[config.mk]
export PLATFORM = sky130hd
export DESIGN_NAME = mem_port_arbiter
export DESIGN_NICKNAME = d
export VERILOG_FILES = /design/src/rtl/mem_port_arbiter.sv
export SDC_FILE = /design/constraint.sdc
export NUM_CORES = 1
export LEC_CHECK = 0
export ABC_AREA = 1
export CORE_UTILIZATION = 44
export CTS_CLUSTER_SIZE = 12
export DETAILED_ROUTE_END_ITERATION = 12
export PLACE_DENSITY = 0.92
export SYNTH_ARGS = -nofsm -noshare
export SYNTH_HDL_FRONTEND = slang
export SYNTH_SLANG_ARGS = --single-unit
export TNS_END_PERCENT = 10
[constraint.sdc]
create_clock -name clk -period 2.5 [get_ports clk]
set_input_delay 0.75 -clock clk [delete_from_list [all_inputs] [get_ports clk]]
set_output_delay 0.75 -clock clk [all_outputs]
set_load 0.02 [all_outputs]
[src/rtl/mem_port_arbiter.sv]
// N-port arbiter in front of one shared memory port. Each granted access runs
// to completion; its response and read data are then held per port until that stage loads.
module mem_port_arbiter #(
    parameter int NUM_PORTS = 2,
    parameter int ADDR_W    = 32,
    parameter int DATA_W    = 32,
    parameter int PRIO_MODE = 0
) (
    input  logic                          clk,
    input  logic                          reset_n,
    input  logic [NUM_PORTS-1:0]          req_read,
    input  logic [NUM_PORTS-1:0]          req_write,
    input  logic [NUM_PORTS*DATA_W/8-1:0] req_wmask,
    input  logic [NUM_PORTS*ADDR_W-1:0]   req_address,
    input  logic [NUM_PORTS*DATA_W-1:0]   req_wdata,
    input  logic [NUM_PORTS-1:0]          pipe_load,
    output logic [NUM_PORTS-1:0]          req_resp,
    output logic [NUM_PORTS*DATA_W-1:0]  req_rdata,
    output logic                          mem_read,
    output logic                          mem_write,
    output logic [DATA_W/8-1:0]           mem_wmask,
    output logic [ADDR_W-1:0]             mem_address,
    output logic [DATA_W-1:0]             mem_wdata,
    input  logic                          mem_resp,
    input  logic [DATA_W-1:0]             mem_rdata
);
    localparam int MASK_W = DATA_W / 8;
    localparam int IDX_W  = (NUM_PORTS > 1) ? $clog2(NUM_PORTS) : 1;

    typedef enum logic {IDLE, BUSY} state_e;

    state_e               state_q, state_d;
    logic [IDX_W-1:0]     grant_q, grant_d;
    logic [IDX_W-1:0]     rr_ptr_q, rr_ptr_d;
    logic [NUM_PORTS-1:0] done_q, done_d;
    logic                 op_write_q, op_write_d;
    logic [MASK_W-1:0]    wmask_q, wmask_d;
    logic [ADDR_W-1:0]    addr_q, addr_d;
    logic [DATA_W-1:0]    wdata_q, wdata_d;
    logic [DATA_W-1:0]    rdata_buf_q [NUM_PORTS];
    logic [DATA_W-1:0]    rdata_buf_d [NUM_PORTS];

    logic [NUM_PORTS-1:0] eligible;
    logic                 found;
    logic [IDX_W-1:0]     winner;

    // A port whose response is still waiting to be consumed is never re-granted.
    always_comb begin
        eligible = (req_read | req_write) & ~done_q;
        found    = 1'b0;
        winner   = '0;
        if (PRIO_MODE == 1) begin
            for (int i = NUM_PORTS - 1; i >= 0; i--) begin
                if (eligible[i]) begin
                    found  = 1'b1;
                    winner = IDX_W'(i);
                end
            end
        end else begin
            for (int k = 0; k < NUM_PORTS; k++) begin
                for (int i = 0; i < NUM_PORTS; i++) begin
                    if (!found && eligible[i] && ((int'(rr_ptr_q) + k) % NUM_PORTS == i)) begin
                        found  = 1'b1;
                        winner = IDX_W'(i);
                    end
                end
            end
        end
    end

    always_comb begin
        state_d     = state_q;
        grant_d     = grant_q;
        rr_ptr_d    = rr_ptr_q;
        done_d      = done_q;
        op_write_d  = op_write_q;
        wmask_d     = wmask_q;
        addr_d      = addr_q;
        wdata_d     = wdata_q;
        rdata_buf_d = rdata_buf_q;

        for (int i = 0; i < NUM_PORTS; i++) begin
            if (pipe_load[i] && done_q[i]) done_d[i] = 1'b0;
        end

        case (state_q)
            IDLE: begin
                if (found) begin
                    state_d  = BUSY;
                    grant_d  = winner;
                    rr_ptr_d = (winner == IDX_W'(NUM_PORTS - 1)) ? '0 : winner + 1'b1;
                    for (int i = 0; i < NUM_PORTS; i++) begin
                        if (winner == IDX_W'(i)) begin
                            op_write_d = req_write[i];
                            wmask_d    = req_wmask[i*MASK_W +: MASK_W];
                            addr_d     = req_address[i*ADDR_W +: ADDR_W];
                            wdata_d    = req_wdata[i*DATA_W +: DATA_W];
                        end
                    end
                end
            end
            BUSY: begin
                // Setting done here overrides a same-cycle pipe_load clear.
                if (mem_resp) begin
                    state_d = IDLE;
                    for (int i = 0; i < NUM_PORTS; i++) begin
                        if (grant_q == IDX_W'(i)) begin
                            done_d[i] = 1'b1;
                            if (!op_write_q) rdata_buf_d[i] = mem_rdata;
                        end
                    end
                end
            end
            default: state_d = IDLE;
        endcase
    end

    always_ff @(posedge clk or negedge reset_n) begin
        if (!reset_n) begin
            state_q    <= IDLE;
            grant_q    <= '0;
            rr_ptr_q   <= '0;
            done_q     <= '0;
            op_write_q <= 1'b0;
            wmask_q    <= '0;
            addr_q     <= '0;
            wdata_q    <= '0;
            for (int i = 0; i < NUM_PORTS; i++) rdata_buf_q[i] <= '0;
        end else begin
            state_q     <= state_d;
            grant_q     <= grant_d;
            rr_ptr_q    <= rr_ptr_d;
            done_q      <= done_d;
            op_write_q  <= op_write_d;
            wmask_q     <= wmask_d;
            addr_q      <= addr_d;
            wdata_q     <= wdata_d;
            rdata_buf_q <= rdata_buf_d;
        end
    end

    assign mem_read    = (state_q == BUSY) && !op_write_q;
    assign mem_write   = (state_q == BUSY) && op_write_q;
    assign mem_wmask   = wmask_q;
    assign mem_address = addr_q;
    assign mem_wdata   = wdata_q;
    assign req_resp    = done_q;

    always_comb begin
        req_rdata = '0;
        for (int i = 0; i < NUM_PORTS; i++) req_rdata[i*DATA_W +: DATA_W] = rdata_buf_q[i];
    end

endmodule

**Yosys cells after proc, flatten, opt, wreduce, memory -nomap -nowiden**

Index checks and enable logic that the tools add are counted.

- Logic and storage cells: 61
- Bits in registers: 138
- Input port bits: 177
- Output and inout bits: 136

- Add/sub/neg operators: 2
- Bitwise logic cells: 7
- Equality and inequality tests: 1
- Reduce and logical (&&, ||, !) cells: 20
- Mux-type cells: 21

Operators by type and width:

| operator | count |
|---|---|
| $logic_not 32->1 | 2 |
| $mux 32 | 2 |
| $mux 1 | 15 |
| $logic_and 1x1->1 | 11 |
| $reduce_and 4->1 | 2 |
| $logic_not 1->1 | 4 |
| $mux 2 | 2 |
| $mux 4 | 1 |
| $not 1->1 | 3 |
| $add 1x1->1 const B | 2 |
| $and 2x2->2 | 1 |
| $eq 2x2->1 const B | 1 |
| $not 2->2 | 1 |
| $or 2x2->2 | 1 |
| $pmux 1 s2 | 1 |
| $reduce_and 2->1 | 1 |
| $and 1x1->1 const A | 1 |

**Longest topological paths before layout**

Gate-level depths: netlist of the first run.

- Depth in word-level cells: 18
- Depth in mapped cells: 9
- Mapped depth without buffers: 8

**Least setup slack after synthesis of the first run**

OpenSTA, ideal clock, no wires.

- Path kind: input port to flip-flop
- Start: input req_read[1]
- End: register addr_q[0] (netlist: mem_address[0])
- Required time: 2.384 ns
- Arrival: 1.468 ns
- Stages on the path: 8
- Buffers on the path: 2
- Setup slack: 0.916 ns
- Setup time: 0.116 ns
- Cell sequence: nor2_2 > nor2_8 > buf_6 > buf_6 > nand3_1 > nand2_1 > nand2_1 > nand2_1

- Word-level cells in the longest chain between the ends: 14
- Elaborated cells on any way between the ends: 18
- Those cells by class: mux (7); bitwise (2); reduce/logical (9)

RTL lines:

| element | line | source |
|---|---|---|
| from (decl) | 11 | `input logic [NUM_PORTS-1:0] req_read,` |
| $or 2x2->2 * | 49 | `eligible = (req_read \| req_write) & ~done_q;` |
| $and 2x2->2 * | 49 |  |
| $logic_and 1x1->1 (2 in a row) | 62 | `if (!found && eligible[i] && ((int'(rr_ptr_q) + k) % NUM_PORTS == i)) begin` |
| $mux 1 | 62 |  |
| $logic_not 1->1 | 62 |  |
| $logic_and 1x1->1 (2 in a row) | 62 |  |
| $mux 1 | 62 |  |
| $logic_not 1->1 | 62 |  |
| $logic_and 1x1->1 (2 in a row) | 62 |  |
| $mux 1 | 62 |  |
| $mux 32 or $reduce_and 2->1 (tied branches) | n/a |  |
| to (signal assigned) | 136 | `addr_q <= addr_d;` |
| to (decl) | 38 | `logic [ADDR_W-1:0] addr_q, addr_d;` |

Mark *: on every way between the ends. The rest lies on a longest branch, timed or not.
A chain may end at the register's enable or synchronous reset.

**Final worst setup path of the first run**

- Start: register done_q[1] (netlist: req_resp[1])
- End: output req_resp[1]

RTL lines:

| element | line | source |
|---|---|---|
| from (decl) | 35 | `logic [NUM_PORTS-1:0] done_q, done_d;` |
| from (signal assigned) | 133 | `done_q <= done_d;` |
| to (decl) | 17 | `output logic [NUM_PORTS-1:0] req_resp,` |

No word-level cell between the ends.

==> results.sh, run 1 <==
export IMPL_status="finished clean"
export IMPL_die_area_um2=14800
export IMPL_clock_fmax_mhz=426
export IMPL_yosys_top_cells_area="dfrtp_1 (55%), nand2_1 (25%), nand3_1 (5.6%)"
export IMPL_viasPerCell=4.98
export IMPL_track_usage_pct=26.7
export IMPL_cpLargestDelayFamily="buffers and inverters"
export IMPL_synth_fp_nets=968
export IMPL_grt_pass1_vias=6114
export IMPL_synth_top_area_share_pct=55.0
export IMPL_drt_wl_total_mm=19.8
export IMPL_seq_area_frac_synth_pct=55.0
export IMPL_synth_warnings=0
export IMPL_wl_per_cell_um=15.4
export IMPL_antenna_found_initial=0
export IMPL_cp_depth=1
export IMPL_crit_path_top_delay_cell="clkdlybuf4s50_1"
export IMPL_clock_latency_ns=0.42
export IMPL_initial_core_util_pct=45.2
export IMPL_ys_types=22
export IMPL_critical_path_endpoint="req_resp[1]"
export IMPL_drt_first_iter_violations=342
export IMPL_htreeDepth=4
export IMPL_synthCells=791
export IMPL_post_cts_setup_buffers=0
export IMPL_min_period_over_period_pct=93.9
export IMPL_io_pins=313
export IMPL_drv_slew=0
export IMPL_cts_sinks=138
export IMPL_die_h_um=121
export IMPL_cp_end_kind="output pin"
export IMPL_cts_tree="done"
export IMPL_dp_cells=1253
export IMPL_path_max_fanout=3
export IMPL_clockBufferDepth=2
export IMPL_finalCriticalPeriod_ns=2.35
export IMPL_startpoint_type="flop"
export IMPL_skew_ns=0.00614
export IMPL_drc_errors=0
export IMPL_ys_ff_latch=138
export IMPL_rsz0062_at_grt="false"
export IMPL_p_leak_nw=5.05
export IMPL_criticalPathCategory="reg -> out"
export IMPL_fp_dieW_um=121
export IMPL_synth_most_common_cell="nand2_1"
export IMPL_nNetsFinal=1269
export IMPL_synth_edf_count=0
export IMPL_critical_path_required_ns=1.75
export IMPL_place_congestion=0.850
export IMPL_slew_headroom_pct=60.5
export IMPL_timing_rr_start="req_resp[1]"
export IMPL_crit_start="req_resp[1]"
export IMPL_n_antenna_cell=0
export IMPL_path_buf_inv=1
export IMPL_fillers=1000
export IMPL_peakVddDrop_v=0.000814
export IMPL_cts_buffers=17
export IMPL_r2r_cells=8
export IMPL_hold_viol_final=0
export IMPL_row_count=43
export IMPL_slowest_delay_ns=0.69
export IMPL_synth_common_cells="nand2_1 (414), dfrtp_1 (138), nand3_1 (70)"
export IMPL_dpl_hpwl_mm=14.2
export IMPL_tightest_slew_ns=0.592
export IMPL_cp_cell_sequence="clkdlybuf4s50_1"
export IMPL_ant_nets=0
export IMPL_synthesis_area_um2=6280
export IMPL_synth_top_cell_by_area="dfrtp_1"
export IMPL_rr_endpoint="mem_wdata[1]"
export IMPL_reg2reg_setup_slack_ns=0.97
export IMPL_ys_flop_type="dfrtp_1"
export IMPL_grt_first_pass_wirelength_mm=30.0
export IMPL_syn_area_per_cell_um2=7.94
export IMPL_ys_async_sr_fraction_pct=100
export IMPL_hp_class="in -> async"
export IMPL_fp_coreArea_um2=13900
export IMPL_grt_start_max_net_pins=67
export IMPL_io_buffers=312
export IMPL_path_clk_slew_ns=0.06
export IMPL_critPathArrivalTime_ns=1.60
export IMPL_syn2layout_area_growth_pct=61.3
export IMPL_vias=6393
export IMPL_globalRouteOverflowTotal=0
export IMPL_final_setup_viol_count=0
export IMPL_first_pass_iters=4
export IMPL_ctsRootBufferMaster="clkbuf_16"
export IMPL_drive_gt1_share_pct=5.70
export IMPL_final_cells=1285
export IMPL_cap_violations=0
export IMPL_tns_ns=0
export IMPL_power_density_nw_per_um2=1320
[flip-flops by register name, indices dropped and copies added, names as in the netlist]
name         cells
mem_wdata       32
rr_ptr_q         1
req_rdata       64
state_q          1
mem_wmask        4
req_resp         2
grant_q          1
mem_address     32
op_write_q       1
[how the worst min path moves through the flow]
stage | startpoint | endpoint | slack, ns
final | reset_n | req_rdata[4] | 0.27
after global routing | reset_n | req_rdata[4] | 0.30
after CTS | reset_n | req_rdata[4] | 0.30
after detailed placement | mem_wmask[3] | mem_wmask[3] | 0.46
after global placement | mem_wdata[28] | mem_wdata[28] | 0.46
after floorplan | reset_n | grant_q | 0.45
[where the power goes]
group	internal [W]	total (W)	switching, W
logic	0.00297	0.00699	0.00402
clock network	0.00143	0.00251	0.00108
registers	0.00329	0.00390	0.000614
[per-layer routing]
layer  global-route usage (%)  routed length [µm]  up-vias
li1                         -                   -     3071
met5                        0                   0        -
met1                     29.9                7450     2986
met3                     6.34                1370       59
met4                     13.7                 837        0
met2                     46.9               10100      277
[layout by cell type (no fill, tap or decap), drive strengths merged]
cell	instances
dfrtp	138
o22ai	1
nor2	4
clkdlybuf4s50	310
nand2	419
bufinv	1
o21ai	69
nand4	1
buf	18
dlymetal6s2s	1
clkbuf	17
nand3	71
inv	51
clkinvlp	2
clkinv	2
[cells by family (layout without fill, tap and decap cells)]
family / Yosys count / after routing / synth area share [%]
flip-flops: 138 / 138 / 55.0
AO/OA/AOI/OAI: 70 / 70 / 5.72
AND/OR/NAND/NOR: 495 / 495 / 32.0
buffers and inverters: 88 / 402 / 7.31
[metrics by stage]
stage	setup WS [ns]	cell area, µm²	power, W	hold slack [ns]	utilization, %
CTS	0.0456	10100	0.0135	0.304	73.0
floorplan	0.916	6280	0.00776	0.454	-
global placement	0.226	9530	0.0107	0.461	68.7
global route	0.113	10100	0.0142	0.302	73.0
finish	0.151	10100	0.0134	0.274	73.0
detailed placement	0.136	9530	0.0109	0.464	68.7
[what timing repair did]
action	4_1_cts	5_1_grt
setup endpoints to repair	0	1
hold buffers	0	0
resized for setup	0	1
[area by class of cell]
cell class	count	area (µm²)	share of cell area, %
well taps	180	225	2.22
multi-input cells	565	2370	23.4
flip-flops and latches	138	3450	34.1
clock buffers	17	425	4.20
clock inverters	15	175	1.73
inverters	41	156	1.54
repair buffers	329	3330	32.9
(Power assumes the default switching activity.)
==> run 2: changes to the inputs <==
--- a/config.mk
+++ b/config.mk
@@ -6,9 +6,11 @@
 export NUM_CORES = 1
 export LEC_CHECK = 0
 export ABC_AREA = 1
-export CORE_UTILIZATION = 44
+export CORE_AREA = 2 2 122 124
+export CTS_BUF_LIST = sky130_fd_sc_hd__clkbuf_4 sky130_fd_sc_hd__clkbuf_8
 export CTS_CLUSTER_SIZE = 12
 export DETAILED_ROUTE_END_ITERATION = 12
+export DIE_AREA = 0 0 124 126
 export PLACE_DENSITY = 0.92
 export SYNTH_ARGS = -nofsm -noshare
 export SYNTH_HDL_FRONTEND = slang
==> run 2 against run 1 <==
Against the previous run: final cell count about the same; clock skew up 0.0099 ns; non-clock buffer count down 3; sequential share of layout area up 0.50 points; routed wire length about the same; die area up 5.9%; register-to-register slack better by 0.13 ns; sequential cell count unchanged; largest cell class unchanged; fmax up 0.57%; sequential power about the same; count of clock-buffer cells in the layout up 3; setup slack better by 0.013 ns.
==> results.sh, run 2 (synthesis gave the netlist of run 1 again) <==
export IMPL_status="finished clean"
export IMPL_finalCriticalPeriod_ns=2.34
export IMPL_path_max_fanout=3
export IMPL_cp_end_kind="output pin"
export IMPL_sw_frac_of_total_pct=42.6
export IMPL_vias=6340
export IMPL_hp_class="in -> async"
export IMPL_ctsRootBufferMaster="clkbuf_8"
export IMPL_grt_first_pass_wirelength_mm=31.2
export IMPL_cpLargestDelayFamily="buffers and inverters"
export IMPL_rsz0062_at_grt="false"
export IMPL_met2_length_mm=9.52
export IMPL_slew_headroom_pct=62.8
export IMPL_clock_latency_ns=0.44
export IMPL_skew_ns=0.0161
export IMPL_cap_violations=0
export IMPL_fp_dieW_um=124
export IMPL_cts_buffers=17
export IMPL_wl_met1_mm=7.74
export IMPL_path_buf_inv=1
export IMPL_startpoint_type="flop"
export IMPL_tightest_slew_ns=0.558
export IMPL_p_int_w=0.00741
export IMPL_top_layer_used="met4"
export IMPL_final_setup_viol_count=0
export IMPL_syn2layout_area_growth_pct=59.0
export IMPL_io_pins=313
export IMPL_fp_coreArea_um2=14300
export IMPL_ant_nets=0
export IMPL_hold_viol_final=0
export IMPL_track_usage_pct=25.6
export IMPL_drive_gt1_share_pct=5.44
export IMPL_initial_core_util_pct=43.9
export IMPL_globalRouteOverflowTotal=0
export IMPL_power_density_nw_per_um2=1290
export IMPL_row_count=44
export IMPL_p_leak_nw=4.99
export IMPL_critPathArrivalTime_ns=1.59
export IMPL_grt_start_max_net_pins=69
export IMPL_antenna_found_initial=0
export IMPL_final_cells=1286
export IMPL_die_h_um=126
export IMPL_finalInstanceArea_um2=9990
export IMPL_criticalPathCategory="reg -> out"
export IMPL_wl_per_cell_um=15.4
export IMPL_htreeDepth=4
export IMPL_clockBufferDepth=2
export IMPL_tns_ns=0
export IMPL_largest_register_ff_count=64
export IMPL_cts_tree="done"
export IMPL_wl_met3_mm=1.56
export IMPL_drv_slew=0
export IMPL_final_common_cell="nand2_1"
export IMPL_nNetsFinal=1266
export IMPL_dp_cells=1254
export IMPL_mostFrequentLayoutCells="nand2_1 (414), clkdlybuf4s50_1 (310), dfrtp_1 (138)"
export IMPL_seq_power_share_pct=30.3
export IMPL_hold_buffers=0
export IMPL_first_pass_iters=4
export IMPL_n_antenna_cell=0
export IMPL_p_comb_share_pct=54.0
export IMPL_dpl_hpwl_mm=14.1
export IMPL_critical_path_required_ns=1.75
export IMPL_p_sw_w=0.00551
export IMPL_grt_pass1_vias=6282
export IMPL_crit_path_top_delay_cell="clkdlybuf4s50_1"
export IMPL_io_buffers=312
export IMPL_cts_sinks=138
export IMPL_drt_wl_total_mm=19.8
export IMPL_cp_cell_sequence="clkdlybuf4s50_1"
export IMPL_pwr_share_clk_pct=15.7
export IMPL_placed_area_um2=9540
export IMPL_place_congestion=0.846
export IMPL_drt_first_iter_violations=367
export IMPL_viasPerCell=4.93
export IMPL_min_period_over_period_pct=93.4
export IMPL_clock_fmax_mhz=428
export IMPL_peakVddDrop_v=0.000672
export IMPL_die_area_um2=15600
export IMPL_final_core_util_pct=69.8
export IMPL_path_clk_slew_ns=0.08
export IMPL_slowest_delay_ns=0.68
export IMPL_drc_errors=0
export IMPL_hold_ws_ns=0.215
## run 2: area by class of cell
class                   count  area [µm²]
repair buffers            326        3330
flip-flops and latches    138        3450
multi-input cells         565        2370
inverters                  41         156
clock buffers              20         256
fillers                  1049        4330
clock inverters            12         189
well taps                 184         230
## run 2: layer usage
metal | up-vias | global-route usage [%]
met5 | - | 0
met4 | 0 | 13.5
met3 | 66 | 6.57
met2 | 255 | 42.4
met1 | 2962 | 30.4
li1 | 3057 | -
## run 2: worst paths after layout
kind / from / end / slack [ns] / cells after the start
max in group asynchronous: reset_n / req_rdata[10] / 1.64 / 2
min in group clk: mem_wdata[31] / mem_wdata[31] / 0.48 / 2
min: reset_n / req_rdata[35] / 0.21 / 1
max reg2reg: req_resp[1] / state_q / 1.10 / 6
min reg2reg: mem_wdata[31] / mem_wdata[31] / 0.48 / 2
max: req_resp[1] / req_resp[1] / 0.16 / 1
## run 2: power groups by stage
stage                     clock, W  combinational, W  sequential [W]
final                      0.00203           0.00697         0.00391
after global routing       0.00218           0.00760         0.00402
after CTS                  0.00207           0.00704         0.00391
after detailed placement         0           0.00701         0.00392
after global placement           0           0.00684         0.00389
after floorplan                  0           0.00268         0.00508
## run 2: what timing repair did
| item | CTS | global route |
|---|---|---|
| buffers inserted | 0 | 0 |
| resized for setup | 0 | 1 |
| endpoints found under the setup margin | 0 | 1 |
## run 2: metrics by stage
stage | worst slack, ns | power (W)
CTS | 0.00903 | 0.0130
global route | 0.0542 | 0.0138
finish | 0.165 | 0.0129
global placement | 0.258 | 0.0107
detailed placement | 0.248 | 0.0109
floorplan | 0.916 | 0.00776
==> run 3: changes to the inputs <==
--- a/config.mk
+++ b/config.mk
@@ -12,6 +12,7 @@
 export DETAILED_ROUTE_END_ITERATION = 12
 export DIE_AREA = 0 0 124 126
 export PLACE_DENSITY = 0.92
+export REMOVE_ABC_BUFFERS = 1
 export SYNTH_ARGS = -nofsm -noshare
 export SYNTH_HDL_FRONTEND = slang
 export SYNTH_SLANG_ARGS = --single-unit
==> run 3 against run 2 <==
Against the previous run: count of clock-buffer cells in the layout fell by 1; setup slack got worse by 0.043 ns; fmax fell by 1.8%; global-route usage rose by 0.51 points; utilization is 0.30 points lower; via count increased by 0.13%; sequential cell count is the same; combinational power grew 0.9%; design area decreased by 0.43%; largest cell class unchanged; routed wire length grew 0.28%.
==> results.sh, run 3 (synthesis gave the netlist of run 1 again) <==
export IMPL_io_pins=313
export IMPL_io_buffers=312
export IMPL_path_max_fanout=5
export IMPL_grt_pass1_vias=6474
export IMPL_viasPerCell=4.92
export IMPL_p_leak_nw=4.96
export IMPL_post_cts_setup_buffers=0
export IMPL_cp_end_kind="output pin"
export IMPL_antenna_found_initial=0
export IMPL_slew_headroom_pct=61.5
export IMPL_final_common_cell="nand2_1"
export IMPL_clock_fmax_mhz=420
export IMPL_rsz0062_at_grt="false"
export IMPL_tns_ns=0
export IMPL_hp_class="in -> async"
export IMPL_dp_slack_ns=0.245
export IMPL_place_congestion=0.839
export IMPL_finalInstanceArea_um2=9940
export IMPL_min_period_over_period_pct=95.1
export IMPL_die_area_um2=15600
export IMPL_dpl_hpwl_mm=14.6
export IMPL_globalRouteOverflowTotal=0
export IMPL_row_count=44
export IMPL_hold_ws_ns=0.212
export IMPL_startpoint_type="flop"
export IMPL_cts_buffers=17
export IMPL_finalCriticalPeriod_ns=2.38
export IMPL_clockBufferDepth=2
export IMPL_wl_met3_mm=1.31
export IMPL_fp_dieW_um=124
export IMPL_cap_violations=0
export IMPL_clock_latency_ns=0.43
export IMPL_nNetsFinal=1269
export IMPL_grt_start_max_net_pins=70
export IMPL_skew_ns=0.00993
export IMPL_power_density_nw_per_um2=1280
export IMPL_critPathArrivalTime_ns=1.63
export IMPL_vias=6348
export IMPL_cts_sinks=138
export IMPL_wl_met1_mm=7.69
export IMPL_fp_coreArea_um2=14300
export IMPL_initial_core_util_pct=43.9
export IMPL_first_pass_iters=5
export IMPL_htreeDepth=4
export IMPL_drc_errors=0
export IMPL_syn2layout_area_growth_pct=58.3
export IMPL_drt_first_iter_violations=374
export IMPL_fin_ws_ns=0.122
export IMPL_criticalPathCategory="reg -> out"
export IMPL_n_antenna_cell=0
export IMPL_placed_area_um2=9550
export IMPL_peakVddDrop_v=0.000726
export IMPL_ctsRootBufferMaster="clkbuf_8"
export IMPL_mostFrequentLayoutCells="nand2_1 (414), clkdlybuf4s50_1 (310), dfrtp_1 (138)"
export IMPL_drt_wl_total_mm=19.8
export IMPL_die_h_um=126
export IMPL_largest_register_ff_count=64
export IMPL_cts_tree="done"
export IMPL_status="finished clean"
export IMPL_drive_gt1_share_pct=5.70
export IMPL_tightest_slew_ns=0.577
export IMPL_hold_viol_final=0
export IMPL_path_clk_slew_ns=0.08
export IMPL_met2_length_mm=9.97
export IMPL_wl_per_cell_um=15.4
export IMPL_final_setup_viol_count=0
export IMPL_ant_nets=0
export IMPL_top_layer_used="met4"
export IMPL_critical_path_required_ns=1.75
export IMPL_track_usage_pct=26.1
export IMPL_drv_slew=0
export IMPL_grt_first_pass_wirelength_mm=31.6
[run 3: worst paths after layout]
kind | endpoint | startpoint | slack, ns | cells past startpoint
worst max-delay path | mem_write | state_q | 0.12 | 3
worst min-delay path | req_rdata[57] | reset_n | 0.21 | 1
worst max register to register | mem_address[17] | req_resp[1] | 1.07 | 8
worst min register to register | mem_wdata[0] | mem_wdata[0] | 0.48 | 2
max in group asynchronous | mem_address[24] | reset_n | 1.71 | 2
min in group clk | mem_wdata[0] | mem_wdata[0] | 0.48 | 2
[run 3: area by class of cell]
cell class              count  area (µm²)
repair buffers            329        3340
inverters                  41         156
multi-input cells         565        2370
flip-flops and latches    138        3450
well taps                 184         230
clock buffers              19         249
fillers                  1085        4370
clock inverters            13         144
[run 3: what timing repair did]
action / 4_1_cts / 5_1_grt
endpoints found under the setup margin: 0 / 1
gates resized for setup: 0 / 1
hold buffers: 0 / 0
[run 3: power by group]
group | total (W) | leakage [nW] | switching, W | internal [W]
Sequential | 0.00390 | 1.73 | 0.000611 | 0.00328
Combinational | 0.00703 | 3.04 | 0.00403 | 0.00299
Clock | 0.00181 | 0.190 | 0.000892 | 0.000914
[run 3: metal layers]
layer  GRT usage [%]  vias up
met3            7.29       68
met1            30.1     2958
met4            13.4        0
met2            43.9      264
met5               0        -
li1                -     3058
[run 3: metrics by stage]
stage                     utilization, %  power [W]  instances
final                               69.5     0.0127       1289
after CTS                           69.4     0.0128       1289
after global placement              66.7     0.0108       1257
after global routing                69.5     0.0136       1289
after floorplan                        -    0.00736        744
after detailed placement            66.7     0.0110       1257
[run 3: worst max-delay path, stage by stage (launching register included)]
cell             delay (ns)
dfrtp_1                0.44
nand2_1                0.07
inv_1                  0.07
clkdlybuf4s50_1        0.62
==> patch 1 (flow settings as in run 3) <==
Set the parameter `NUM_PORTS` to 4 (it was 2).
--- a/src/rtl/mem_port_arbiter.sv
+++ b/src/rtl/mem_port_arbiter.sv
@@ -1,7 +1,7 @@
 // N-port arbiter in front of one shared memory port. Each granted access runs
 // to completion; its response and read data are then held per port until that stage loads.
 module mem_port_arbiter #(
-    parameter int NUM_PORTS = 2,
+    parameter int NUM_PORTS = 4,
     parameter int ADDR_W    = 32,
     parameter int DATA_W    = 32,
     parameter int PRIO_MODE = 0
Interface: changed (8 resized); port bits go from 313 to 521. No check against the original RTL was run, so the function may have changed too.
==> patch 1 against run 3 <==
The run now fails in I/O pin placement; area after synthesis up 65%.
==> patch 1: results (changes against run 3) <==
status=stopped before the end (was finished clean); last flow stage reached=I/O pin placement; stop err=[ERROR PPL-0024] Number of IO pins (521) exceeds maximum number of available positions (444). Increase the die perimeter from 500.00um to 708.56um.; Yosys reg bits=206 (was 138); synth top area cells=dfrtp_1, nand2_1, o21ai_0 (was dfrtp_1, nand2_1, nand3_1); post-synthesis sequential area ratio=49.86% (was 54.98%); synth cell count leaders=nand2_1, dfrtp_1, o21ai_0 (was nand2_1, dfrtp_1, nand3_1); cells after synthesis=1,260 (was 791); Async SR Flop Fraction=100.0% (unchanged); yosys warns=0 (unchanged); post-synthesis cell type count=30 (was 22); Top FF cell, synth=dfrtp_1 (unchanged)
## patch 1: cell families after synthesis
family                     count (synthesis)  share of synthesized area [%]
AOI/OAI and AO/OA                        279                          15.38
buffers and inverters                    150                          6.027
adders and majority gates                  3                         0.3631
muxes                                     68                          6.584
DFF                                      206                          49.86
and+or+nand+nor                          554                          21.78
==> patch 2 (settings of run 3) <==
Without the edit above. Register the output `mem_write`; this adds one clock of latency there. The other outputs are not delayed to match.
--- a/src/rtl/mem_port_arbiter.sv
+++ b/src/rtl/mem_port_arbiter.sv
@@ -140,7 +140,9 @@
     end
 
     assign mem_read    = (state_q == BUSY) && !op_write_q;
-    assign mem_write   = (state_q == BUSY) && op_write_q;
+    always_ff @(posedge clk) begin
+        mem_write <= (state_q == BUSY) && op_write_q;
+    end
     assign mem_wmask   = wmask_q;
     assign mem_address = addr_q;
     assign mem_wdata   = wdata_q;
Formal check against the unedited RTL: not equivalent (a bounded check fails within 4 cycles, from zero or initial values and one cycle with reset_n low).
==> patch 2 against run 3 <==
Sequential cell count grew 1; worst setup slack gained 0.060 ns; global-route usage grew 0.16 points; critical path type unchanged; clock power grew 4%; synthesized cell count grew 0.13%; first-iteration DRC count grew 13%; area after synthesis grew 0.32%; power grew 1.5%; routed wire length grew 2.5%; cell area grew 0.62%; utilization grew 0.43 points; cell count is essentially flat.
==> patch 2: results (changes against run 3) <==
global placement routability congestion=0.9001 (was 0.8385); post-synthesis cell type count=23 (was 22); DR WL/cell=15.76 um (was 15.37 um); Vias/cell=4.997 (was 4.925); fraction of layout cells with a size suffix above 1=5.525% (was 5.701%); Detailed Place HPWL=15,030 um (was 14,590 um); DRT iter0 DRCs=421 (was 374); first-pass GRT wire length=31,670 um (was 31,640 um); post-synthesis sequential area ratio=55.12% (was 54.98%); Pleak=4.984 nW (was 4.961 nW); status=finished clean (unchanged); Min Hold Slack=0.2530 ns (was 0.2116 ns); worst slack at placement=0.2411 ns (was 0.2455 ns); initial antenna violation count=0 (unchanged); data arrival time of the worst path=1.57 ns (was 1.63 ns); Worst Skew=0.01094 ns (was 0.009927 ns); GRT Util Overall=26.28% (was 26.12%); FF-to-FF setup slack=1.05 ns (was 1.07 ns); Period minus WS final=2.318 ns (was 2.378 ns); Worst path max stage delay=0.66 ns (was 0.62 ns); Crit Path Max Fanout=3 (was 5); slew margin rel.=62.35% (was 61.53%); Async SR Flop Fraction=99.28% (was 100.0%); synth top area cells=dfrtp_1, nand2_1, nand3_1 (unchanged); vias in the first global route=6,356 (was 6,474); Worst VDD drop=0.6680 mV (was 0.7265 mV)
-- patch 2: cell count changes after synthesis, sizes merged --
cell          run 3  this run
dfxtp             0         1
-- patch 2: where the power goes --
| group | switching, mW | total, mW | internal (mW) | leakage (nW) |
|---|---|---|---|---|
| sequential | 0.625 | 3.93 | 3.31 | 1.73 |
| clock | 0.893 | 1.88 | 0.983 | 0.194 |
| combinational | 4.07 | 7.11 | 3.04 | 3.05 |
-- patch 2: per-layer routing --
metal	vias up	global-route usage (%)	routed length [um]
met5	-	0	0
met4	0	12.36	806
met3	62	6.839	1421
met2	253	44.57	10350
met1	3053	30.83	7725
li1	3068	-	-
-- patch 2: final cells by class --
cell class	count	area, um^2
clock inverters	14	170.2
fillers	1070	4309
repair buffers	328	3372
clock buffers	17	234.0
multi-input cells	565	2369
well taps	184	230.2
flip-flops and latches	139	3473
inverters	41	156.4
-- patch 2: kinds of logic after synthesis --
logic type	share of synthesized area, %
buffers and inverters	7.288
flip-flops	55.12
AND/OR/NAND/NOR	31.89
AO/OA/AOI/OAI	5.699
-- patch 2: final timing paths --
path                                        startpoint                           to  cells after the start
max                              req_resp[1]$_DFF_PN0_                  req_resp[1]                      1
min                                            reset_n    req_rdata[43]$_DFFE_PN0P_                      1
max reg2reg                      req_resp[0]$_DFF_PN0_   mem_address[7]$_DFFE_PN0P_                      8
min reg2reg                mem_address[18]$_DFFE_PN0P_  mem_address[18]$_DFFE_PN0P_                      2
max in group asynchronous                      reset_n    req_rdata[23]$_DFFE_PN0P_                      2
min in group clk           mem_address[18]$_DFFE_PN0P_  mem_address[18]$_DFFE_PN0P_                      2
-- patch 2: through the flow --
step | cell area [um^2] | instances
after floorplan | 5998 | 745
after global placement | 9598 | 1257
after detailed placement | 9598 | 1257
after CTS | 10000 | 1288
after global routing | 10000 | 1288
final | 10000 | 1288
